===== config.mk =====
export PLATFORM = sky130hd
export DESIGN_NAME = cb_param
export DESIGN_NICKNAME = d
export VERILOG_FILES = /design/src/rtl/cb_pkg.sv /design/src/rtl/cb_cfg_loader.sv /design/src/rtl/cb_param.sv
export SDC_FILE = /design/constraint.sdc
export NUM_CORES = 1
export LEC_CHECK = 0
export CAP_MARGIN = 25
export CORE_ASPECT_RATIO = 2
export CORE_MARGIN = 4
export CORE_UTILIZATION = 50
export CTS_BUF_LIST = sky130_fd_sc_hd__clkbuf_16
export DETAILED_ROUTE_END_ITERATION = 8
export PLACE_DENSITY = 0.78
export SYNTH_ARGS = -nofsm -noshare
export SYNTH_HDL_FRONTEND = slang
export SYNTH_SLANG_ARGS = --single-unit

===== constraint.sdc =====
create_clock -name clk -period 1.5 [get_ports clk]
set_input_delay 0.375 -clock clk [delete_from_list [all_inputs] [get_ports clk]]
set_output_delay 0.375 -clock clk [all_outputs]
set_load 0.05 [all_outputs]

===== src/rtl/cb_pkg.sv =====
// Shared types and geometry helpers for the parameterised connection box.
// Loader state encoding and the derived config-word sizes live here.
package cb_pkg;

  typedef enum logic [2:0] {
    ST_IDLE       = 3'd0,
    ST_WAIT_TOKEN = 3'd1,
    ST_SHIFT      = 3'd2,
    ST_COMMIT     = 3'd3,
    ST_DONE       = 3'd4
  } cb_state_e;

  // A single-track box still needs one index bit so field slices stay legal.
  function automatic int calc_selw(input int num_tracks);
    return (num_tracks > 1) ? $clog2(num_tracks) : 1;
  endfunction

  function automatic int calc_cfg_bits(input int num_tracks, input int num_in,
                                       input int num_out);
    return num_in * (calc_selw(num_tracks) + 1) + num_out * num_tracks;
  endfunction

endpackage


===== src/rtl/cb_cfg_loader.sv =====
// Serial configuration loader: program-token handshake, shadow shift register
// and a one-cycle commit strobe toward the active register in the top level.
//
//   state          | meaning
//   ST_IDLE        | not loading; passes the chain token through in bypass
//   ST_WAIT_TOKEN  | selected for this pass, waiting for upstream to finish
//   ST_SHIFT       | shifting bit_in into the shadow, one bit per cycle
//   ST_COMMIT      | full word held; commit strobe fires unless aborted
//   ST_DONE        | loaded; token to downstream held high until prgm_b rises
module cb_cfg_loader
  import cb_pkg::*;
#(
  parameter int CFG_BITS = 32
) (
  input  logic                clk,
  input  logic                reset,
  input  logic                prgm_b,
  input  logic                cb_prgm_b,
  input  logic                cb_prgm_b_in,
  input  logic                bit_in,
  output logic [CFG_BITS-1:0] shadow,
  output logic                commit,
  output logic                cb_prgm_b_out
);

  localparam int CNTW = $clog2(CFG_BITS + 1);

  cb_state_e           state_q, state_d;
  logic [CNTW-1:0]     cnt_q, cnt_d;
  logic [CFG_BITS-1:0] shadow_q, shadow_d;
  logic                tok_q, tok_d;
  logic [CFG_BITS-1:0] shifted;
  logic                last_bit;

  assign shifted  = {shadow_q[CFG_BITS-2:0], bit_in};
  assign last_bit = (cnt_q == CNTW'(CFG_BITS - 1));

  always_comb begin
    state_d  = state_q;
    cnt_d    = cnt_q;
    shadow_d = shadow_q;
    tok_d    = tok_q;
    commit   = 1'b0;
    unique case (state_q)
      ST_IDLE: begin
        if (!prgm_b && cb_prgm_b) begin
          state_d = ST_WAIT_TOKEN;
        end else if (!prgm_b) begin
          tok_d = cb_prgm_b_in;
        end else begin
          tok_d = 1'b0;
        end
      end
      ST_WAIT_TOKEN: begin
        if (prgm_b) begin
          state_d  = ST_IDLE;
          cnt_d    = '0;
          shadow_d = '0;
        end else if (cb_prgm_b_in) begin
          shadow_d = shifted;
          cnt_d    = CNTW'(1);
          state_d  = ST_SHIFT;
        end
      end
      ST_SHIFT: begin
        if (prgm_b) begin
          state_d  = ST_IDLE;
          cnt_d    = '0;
          shadow_d = '0;
        end else begin
          shadow_d = shifted;
          cnt_d    = cnt_q + CNTW'(1);
          if (last_bit) begin
            state_d = ST_COMMIT;
          end
        end
      end
      ST_COMMIT: begin
        if (prgm_b) begin
          state_d  = ST_IDLE;
          cnt_d    = '0;
          shadow_d = '0;
        end else begin
          commit  = 1'b1;
          tok_d   = 1'b1;
          cnt_d   = '0;
          state_d = ST_DONE;
        end
      end
      ST_DONE: begin
        if (prgm_b) begin
          state_d = ST_IDLE;
          tok_d   = 1'b0;
        end
      end
      default: begin
        state_d  = ST_IDLE;
        cnt_d    = '0;
        shadow_d = '0;
        tok_d    = 1'b0;
      end
    endcase
  end

  always_ff @(posedge clk) begin
    if (reset) begin
      state_q  <= ST_IDLE;
      cnt_q    <= '0;
      shadow_q <= '0;
      tok_q    <= 1'b0;
    end else begin
      state_q  <= state_d;
      cnt_q    <= cnt_d;
      shadow_q <= shadow_d;
      tok_q    <= tok_d;
    end
  end

  assign shadow        = shadow_q;
  assign cb_prgm_b_out = tok_q;

endmodule


===== src/rtl/cb_param.sv =====
// Connection box: double-buffered configuration (shadow in the loader, active
// here) steering tracks onto logic inputs and logic outputs onto tracks.
module cb_param
  import cb_pkg::*;
#(
  parameter int NUM_TRACKS = 8,
  parameter int NUM_IN     = 4,
  parameter int NUM_OUT    = 2
) (
  input  logic                  clk,
  input  logic                  reset,
  input  logic                  prgm_b,
  input  logic                  cb_prgm_b,
  input  logic                  cb_prgm_b_in,
  output logic                  cb_prgm_b_out,
  input  logic                  bit_in_CB,
  output logic                  bit_out_CB,
  input  logic [NUM_TRACKS-1:0] track_in,
  output logic [NUM_IN-1:0]     x,
  input  logic [NUM_OUT-1:0]    q,
  output logic [NUM_TRACKS-1:0] track_out,
  output logic [NUM_TRACKS-1:0] track_oe,
  output logic                  cfg_valid,
  output logic                  cfg_err
);

  localparam int SELW     = calc_selw(NUM_TRACKS);
  localparam int CFG_BITS = calc_cfg_bits(NUM_TRACKS, NUM_IN, NUM_OUT);
  localparam int Q_BASE   = NUM_IN * (SELW + 1);

  logic [CFG_BITS-1:0] shadow;
  logic                commit;

  logic [CFG_BITS-1:0] active_q, active_d;
  logic                cfg_valid_q, cfg_valid_d;
  logic                cfg_err_q, cfg_err_d;
  logic                shadow_err;

  logic [NUM_TRACKS-1:0] drv_seen, drv_multi, drv_val, mask_j;

  cb_cfg_loader #(
    .CFG_BITS (CFG_BITS)
  ) u_loader (
    .clk           (clk),
    .reset         (reset),
    .prgm_b        (prgm_b),
    .cb_prgm_b     (cb_prgm_b),
    .cb_prgm_b_in  (cb_prgm_b_in),
    .bit_in        (bit_in_CB),
    .shadow        (shadow),
    .commit        (commit),
    .cb_prgm_b_out (cb_prgm_b_out)
  );

  assign bit_out_CB = shadow[CFG_BITS-1];

  function automatic logic field_en(input logic [CFG_BITS-1:0] cfg, input int i);
    return cfg[i*(SELW+1) + SELW];
  endfunction

  function automatic logic [SELW-1:0] field_idx(input logic [CFG_BITS-1:0] cfg,
                                                input int i);
    return cfg[i*(SELW+1) +: SELW];
  endfunction

  function automatic logic [NUM_TRACKS-1:0] q_mask(input logic [CFG_BITS-1:0] cfg,
                                                   input int j);
    return cfg[Q_BASE + j*NUM_TRACKS +: NUM_TRACKS];
  endfunction

  // Out-of-range index (only reachable when NUM_TRACKS is not a power of two)
  // or a track claimed by more than one output.
  function automatic logic cfg_has_error(input logic [CFG_BITS-1:0] cfg);
    logic                  err;
    logic [NUM_TRACKS-1:0] seen;
    logic [NUM_TRACKS-1:0] m;
    err  = 1'b0;
    seen = '0;
    for (int i = 0; i < NUM_IN; i++) begin
      if (field_en(cfg, i) && (int'(field_idx(cfg, i)) >= NUM_TRACKS)) begin
        err = 1'b1;
      end
    end
    for (int j = 0; j < NUM_OUT; j++) begin
      m = q_mask(cfg, j);
      if ((seen & m) != '0) begin
        err = 1'b1;
      end
      seen = seen | m;
    end
    return err;
  endfunction

  assign shadow_err = cfg_has_error(shadow);

  always_comb begin
    active_d    = active_q;
    cfg_valid_d = cfg_valid_q;
    cfg_err_d   = cfg_err_q;
    if (commit) begin
      active_d    = shadow;
      cfg_valid_d = 1'b1;
      cfg_err_d   = shadow_err;
    end
  end

  always_ff @(posedge clk) begin
    if (reset) begin
      active_q    <= '0;
      cfg_valid_q <= 1'b0;
      cfg_err_q   <= 1'b0;
    end else begin
      active_q    <= active_d;
      cfg_valid_q <= cfg_valid_d;
      cfg_err_q   <= cfg_err_d;
    end
  end

  assign cfg_valid = cfg_valid_q;
  assign cfg_err   = cfg_err_q;

  always_comb begin
    x = '0;
    for (int i = 0; i < NUM_IN; i++) begin
      for (int t = 0; t < NUM_TRACKS; t++) begin
        if (field_en(active_q, i) && (int'(field_idx(active_q, i)) == t)) begin
          x[i] = track_in[t];
        end
      end
    end
  end

  // First driver of each track wins the value; any second driver marks the
  // track as contended so it is left undriven.
  always_comb begin
    drv_seen  = '0;
    drv_multi = '0;
    drv_val   = '0;
    mask_j    = '0;
    for (int j = 0; j < NUM_OUT; j++) begin
      mask_j    = q_mask(active_q, j);
      drv_multi = drv_multi | (drv_seen & mask_j);
      drv_val   = drv_val | (mask_j & ~drv_seen & {NUM_TRACKS{q[j]}});
      drv_seen  = drv_seen | mask_j;
    end
  end

  assign track_oe  = drv_seen & ~drv_multi;
  assign track_out = drv_val & track_oe;

endmodule


==> results.md, run 1 <==
- Status: finished with violations
- Violated checks: setup timing
- Net Count, Synth: 463
- HP Class: input port to flop
- Multiplexer share of the synthesized area: 6.02%
- Worst setup EP type: output pin
- Register bit total from synthesis: 76
- Number of remaining DRC errors: 0
- Synth Area in Adders: 2.94%
- Final hold vios: 0
- Seq/Total Area, Yosys: 39.8%
- Fmax: 484 MHz
- PortBufs: 39
- Layout area overhead: 47.6%
- M1 GR Usage: 24.9%
- Total number of vias: 3624
- Synth top area cells: dfxtp_1 (40%), o211ai_2 (9.8%), a21oi_1 (9.3%)
- Clock insertion delay at the later pin of the skew report: 0.34 ns
- Critical Path AT: 1.69 ns
- Crit path launch type: flop
- Clock Path Buffers: 2
- Largest net degree at the start of global routing: 45
- Slowest cell on crit path: mux4_2
- Cts hold-fix bufs: 0
- Routability cong.: 0.803
- CTS buffer count: 9
- Cell taking the most area after synthesis: dfxtp_1
- CTS H-tree lvls: 3
- Antenna cells: 0
- Hold Path End: u_loader.state_q[0]
- Synth Area in XOR/XNOR: 0.916%
- Rows: 44
- Slew HR: 73.0%
- Number of max-cap violations: 0
- Period utilization: 138%
- Routed len/inst: 19.0 microns
- Initial Util: 51.8%
- Syn. warnings: 0
- M2 GR Usage: 41.0%
- GR peak layer: met2
- Die width: 69.8 microns
- Least-Margin Pin Slew: 0.395 ns
- Full die area: 0.00920 sq mm
- Fillers: 455
- WP data required: 1.12 ns
- RSZ-0062 raised after global routing: true
- Main combinational cell family by area after synthesis: compound AO/OA/AOI/OAI gates
- Reg-to-Reg Start: u_loader.state_q[2]
- Layout cells sized above 1: 44.8%
- Routed WL: 11100 microns
- TritonCTS clock tree: done
- Worst R2R Setup Slack: -0.07 ns
- Worst Path Class, Setup: flop to output pin
- Setup TNS: -3.66 ns
- Core ar.: 0.00738 sq mm
- Worst-path fanout max: 3
- Die Ht: 132 microns
- Most frequent cells in the layout: nand2_1 (66), dfxtp_1 (61), a21oi_1 (56)
- Initial DRT Pass Iterations: 6
- Final WS setup: -0.568 ns
- Clk_skew: 0.00882 ns
- Setup violators final: 35
- Synth async-reset ratio: 0%
- GR Layer Usage met3: 3.75%
- I/O pin count: 40
- Peak supply drop: 0.000962 V
- Hold Path Depth: 4
- Pleak: 2.01 nW
- Yosys cell types: 45
- Synth Instances: 438
- Min cycle time layout: 2.07 ns
- Share of the synthesized area in the top cell type: 39.8%
- Most common cell after layout, fill and taps aside: nand2_1
- Synth Flop Type: dfxtp_1
- Detail Route Antenna Nets: 0
- Synth Area in Simple Gates: 17.6%
- Synth Area in Compound Gates: 25.1%
- GRT overflow: 0
- PD cells: 1030 mW/mm^2
- Hpwl dp: 6320 microns
- Hold Path Origin: reset
- Path depth of the worst reg2reg path: 7
- DRT iter0 DRCs: 295
- Vias in the first global route: 3536
- Worst reg2reg endpoint: u_loader.shadow[19]
- Clk sinks: 76
- Post-layout nets: 516
- GR Util All Layers: 22.6%
- Overall power: 5.80 mW
- Global-route wire length before repair: 17000 microns
- Initial antenna violation count: 0
- Crit-path cells: mux4_2, mux2i_4, nor2b_4, buf_6
- Slowest stage delay, CP: 0.57 ns
- Via density per instance: 6.17
- Cell area after synthesis: 0.00382 sq mm
- Post-synth EDFFs: 0
- Syn_area_per_cell: 8.73 sq um
- Final slew viol count: 0
- Reg clk slew, reported paths: 0.06 ns
- Root buffer cell: clkbuf_16
## cells by family after synthesis
family | Yosys count
flip-flops | 76
multiplexers | 13
XOR/XNOR | 4
AO/OA/AOI/OAI | 132
buffers and inverters | 57
AND/OR/NAND/NOR | 147
adder cells (fa/ha/maj) | 9
## worst max-delay path by stage
stage / from / to / cells past startpoint
final: active_q[12] / x[3] / 4
after floorplan: active_q[0] / x[0] / 3
after global routing: active_q[12] / x[3] / 4
after detailed placement: track_in[3] / x[1] / 5
after global placement: track_in[7] / x[1] / 5
after CTS: active_q[8] / x[2] / 4
## cell type report
type	instances	area [sq um]	share of cell area, %
multi-input combinational	305	2470	43.7
inverter	17	78.8	1.40
clock inverter	6	104	1.84
clock buffer	9	225	3.99
timing repair buffer	82	1100	19.6
sequential	76	1550	27.5
tap	92	115	2.04
## Yosys cell counts (all sizes together), types with 2 or more instances
master  number
a22o         2
inv         17
nand2       66
clkbuf      16
nor2        25
a21oi       71
or2          2
nand3b       2
o211ai      33
nand2b       2
nor2b        6
buf         24
mux2i        5
nor3         2
xor2         3
a221oi       2
dfxtp       76
a22oi        8
o21ai        8
ha           9
nand3       34
nor3b        2
mux4         8
## sequential cells by signal (all words and copies together), names as in the netlist
| name | flops |
|---|---|
| cfg_valid | 1 |
| u_loader.cnt_q | 6 |
| active_q | 32 |
| u_loader.shadow | 32 |
| u_loader.state_q | 3 |
| cfg_err | 1 |
| u_loader.cb_prgm_b_out | 1 |
## critical path, delay by kind of cell (launching register included)
kind	cells	cell delay (ns)
AND/OR/NAND/NOR	1	0.06
flip-flops	1	0.38
buffers and inverters	1	0.15
multiplexers	2	0.77
## routing by layer
layer | wire length, microns | share of wire [%]
met1 | 4110 | 37
met2 | 6130 | 55
met3 | 549 | 4.9
met4 | 356 | 3.2
met5 | 0 | 0
## metrics by stage
step / util [%] / worst slack (ns) / hold slack [ns] / instance area, sq um / cells
after global routing: 76.5 / -0.608 / 0.478 / 5650 / 587
after floorplan: - / -0.0327 / 0.437 / 3940 / 438
after global placement: 64.2 / -0.643 / 0.448 / 4740 / 557
final: 76.5 / -0.568 / 0.438 / 5650 / 587
after CTS: 73.8 / -0.519 / 0.420 / 5450 / 584
after detailed placement: 64.2 / -0.693 / 0.454 / 4740 / 557
## repair_timing
| action | 4_1_cts | 5_1_grt |
|---|---|---|
| hold endpoints to repair | 0 | 0 |
| setup buffers | 9 | 4 |
| gates cloned | 3 | 1 |
| pin swaps | 12 | 17 |
| endpoints found under the setup margin | 84 | 50 |
| resized for setup | 72 | 51 |
## power breakdown
part	total [mW]	leakage (nW)	internal (mW)	switching (mW)
clock	2.42	0.163	1.60	0.815
sequential	2.09	0.621	2.04	0.0485
combinational	1.30	1.23	0.546	0.751
total	5.80	2.01	4.19	1.61
(Power assumes the default switching activity.)
==> inputs of run 2 (changes only) <==
--- a/config.mk
+++ b/config.mk
@@ -8,10 +8,10 @@
 export CAP_MARGIN = 25
 export CORE_ASPECT_RATIO = 2
 export CORE_MARGIN = 4
-export CORE_UTILIZATION = 50
+export CORE_UTILIZATION = 51
 export CTS_BUF_LIST = sky130_fd_sc_hd__clkbuf_16
 export DETAILED_ROUTE_END_ITERATION = 8
-export PLACE_DENSITY = 0.78
+export PLACE_DENSITY = 0.79
 export SYNTH_ARGS = -nofsm -noshare
 export SYNTH_HDL_FRONTEND = slang
 export SYNTH_SLANG_ARGS = --single-unit
==> run 2 against run 1 <==
The run still ends with setup timing left. Non-clock buffer count rose by 13. Register-to-register slack barely moved. Global-route usage increased by 0.14 points. Flip-flop and latch count unchanged. Maximum frequency up 1.9%. Final cell count is 2.4% higher. Routed wire length increased by 12%. Count of clock-buffer cells in the layout did not move. Total power is 4.2% lower. Critical endpoint is now x[2]. Largest power group unchanged.
==> results.md, run 2 (synthesized netlist as in run 1, its figures left out) <==
- PD cells: 949 mW/mm^2 (-7.6%)
- Hold Path Origin: reset
- Worst reg2reg endpoint: u_loader.shadow[15]
- Final Util: 80.6% (+4.0 points)
- Hold Path Depth: 4 (unchanged)
- GR Layer Usage met3: 4.67% (+0.92 points)
- Final hold vios: 0 (unchanged)
- Reg-to-Reg Start: u_loader.state_q[2]
- Full die area: 0.00903 sq mm (-1.8%)
- I/O pin count: 40 (unchanged)
- Core ar.: 0.00727 sq mm (-1.5%)
- Rows: 44 (unchanged)
- DRT iter0 DRCs: 315 (+6.8%)
- Pleak: 2.18 nW (+8.2%)
- PortBufs: 39 (unchanged)
- Clock insertion delay at the later pin of the skew report: 0.34 ns (about the same)
- Critical Path AT: 1.65 ns (-0.04 ns)
- Worst Path Class, Setup: flop to output pin
- Die width: 69.2 microns (-0.87%)
- Worst-path fanout max: 3 (unchanged)
- Number of remaining DRC errors: 0 (unchanged)
- CTS H-tree lvls: 3 (unchanged)
- Via density per instance: 6.29 (+1.8%)
- Clk_skew: 0.00524 ns (-0.00358 ns)
- Total number of vias: 3779 (+4.3%)
- Die Ht: 130 microns (-0.93%)
- Routability cong.: 0.799 (-0.50%)
- Least-Margin Pin Slew: 0.546 ns (+0.150 ns)
- Reg clk slew, reported paths: 0.06 ns (about the same)
- HP Class: input port to flop
- Hpwl dp: 6670 microns (+5.5%)
- Crit path launch type: flop
- Routed WL: 12500 microns (+12%)
- Min cycle time layout: 2.03 ns (-0.0391 ns)
- Vias in the first global route: 3501 (-0.99%)
- GR Util All Layers: 22.8% (+0.14 points)
- Clock Path Buffers: 2 (unchanged)
- GRT overflow: 0 (unchanged)
- Root buffer cell: clkbuf_16
- Most frequent cells in the layout: dfxtp_1 (60), nand2_1 (53), a21oi_1 (40)
- RSZ-0062 raised after global routing: true
- Period utilization: 135% (-2.6 points)
- Status: finished with violations
- Initial antenna violation count: 0 (unchanged)
- Antenna cells: 0 (unchanged)
- Placed cells: 564 (+1.3%)
- Clk sinks: 76 (unchanged)
- Most common cell after layout, fill and taps aside: dfxtp_1
- M2 GR Usage: 42.7% (+1.7 points)
- Worst R2R Setup Slack: -0.08 ns (about the same)
- Worst setup EP type: output pin
- Global-route wire length before repair: 16800 microns (-0.90%)
- Layout cells sized above 1: 51.9% (+7.0 points)
- Layout area overhead: 53.1%
- Violated checks: setup timing
- Final slew viol count: 0 (unchanged)
- Slew HR: 63.6% (-9.3 points)
- TritonCTS clock tree: done
- Largest net degree at the start of global routing: 41 (-8.9%)
- CTS buffer count: 9 (unchanged)
- Peak supply drop: 0.000954 V (-0.91%)
- M1 GR Usage: 25.0% (+0.072 points)
- Post-layout nets: 529 (+2.5%)
- Routed len/inst: 20.8 microns (+9.7%)
- GR peak layer: met2
- Path depth of the worst reg2reg path: 6 (-1)
- WHS: 0.413 ns (-0.0250 ns)
- Detail Route Antenna Nets: 0 (unchanged)
- Fmax: 493 MHz (+1.9%)
- Placed cell area: 0.00477 sq mm (+0.58%)
- Hold Path End: u_loader.state_q[0]
- Layout Cells excl Fill: 601 (+2.4%)
- Fillers: 366 (-20%)
- Initial Util: 52.6% (+0.79 points)
- WP data required: 1.12 ns (about the same)
- Final WS setup: -0.528 ns (+0.0391 ns)
- Number of max-cap violations: 0 (unchanged)
- Setup violators final: 44 (+26%)
- Initial DRT Pass Iterations: 6 (unchanged)
- Crit path launch: active_q[8]
- Final non-filler cell area: 0.00586 sq mm (+3.7%)
- Setup TNS: -4.50 ns (-0.840 ns)
run 2: cell types whose count changed in the layout (fill, tap and decap cells not counted), moves of 2 or more:
cell        delta
a21oi_1       -16
a21oi_2       +16
buf_16         -2
buf_4         +11
bufinv_16      -2
clkbuf_16      +2
clkinvlp_4     +3
dfxtp_2        +2
nand2_1       -13
nand2_2        +7
nand2_4        +6
nand3_1        +3
nand3_2        -6
nand3_4        +3
run 2: where the power goes:
part / total [mW] / internal [mW] / switching, mW
registers: 2.10 / 2.04 / 0.0579
clock network: 2.14 / 1.28 / 0.866
logic: 1.32 / 0.534 / 0.784
run 2: through the flow:
| step | total power, mW | setup WS, ns |
|---|---|---|
| after floorplan | 2.80 | -0.0327 |
| after global placement | 3.09 | -0.643 |
| after detailed placement | 3.12 | -0.693 |
| after CTS | 5.22 | -0.530 |
| after global routing | 5.71 | -0.568 |
| final | 5.56 | -0.528 |
run 2: routing by layer:
layer  vias to the layer above  routed length, microns
li1                       1689                       -
met1                      1866                    4500
met2                       166                    6980
met3                        58                     535
met4                         0                     512
met5                         -                       0
run 2: worst max-delay path, stage by stage, from the launching register on:
cell     delay (ns)
dfxtp_4        0.37
mux4_2         0.51
mux2i_2        0.22
nor2b_4        0.06
buf_6          0.15
run 2: cell type report:
type	count	area (sq um)	area share, %
Multi-Input combinational cell	305	2600	44.4
Sequential cell	76	1550	26.5
Timing Repair Buffer	95	1220	20.8
Clock buffer	9	225	3.85
Tap cell	92	115	1.97
Inverter	17	81.3	1.39
Clock inverter	7	67.6	1.15
run 2: timing repair:
item,CTS,global route
gates cloned,1,4
hold buffers,0,0
pin swaps,13,27
setup buffers,13,3
endpoints found under the setup margin,90,68
resized for setup,69,92
run 2: worst max-delay path by stage:
stage / endpoint / slack, ns / cells past startpoint
6_report: x[2] / -0.53 / 4
5_1_grt: x[2] / -0.57 / 4
4_1_cts: x[3] / -0.53 / 4
3_5_place_dp: x[0] / -0.69 / 5
3_3_place_gp: x[1] / -0.64 / 5
2_1_floorplan: x[0] / -0.03 / 3
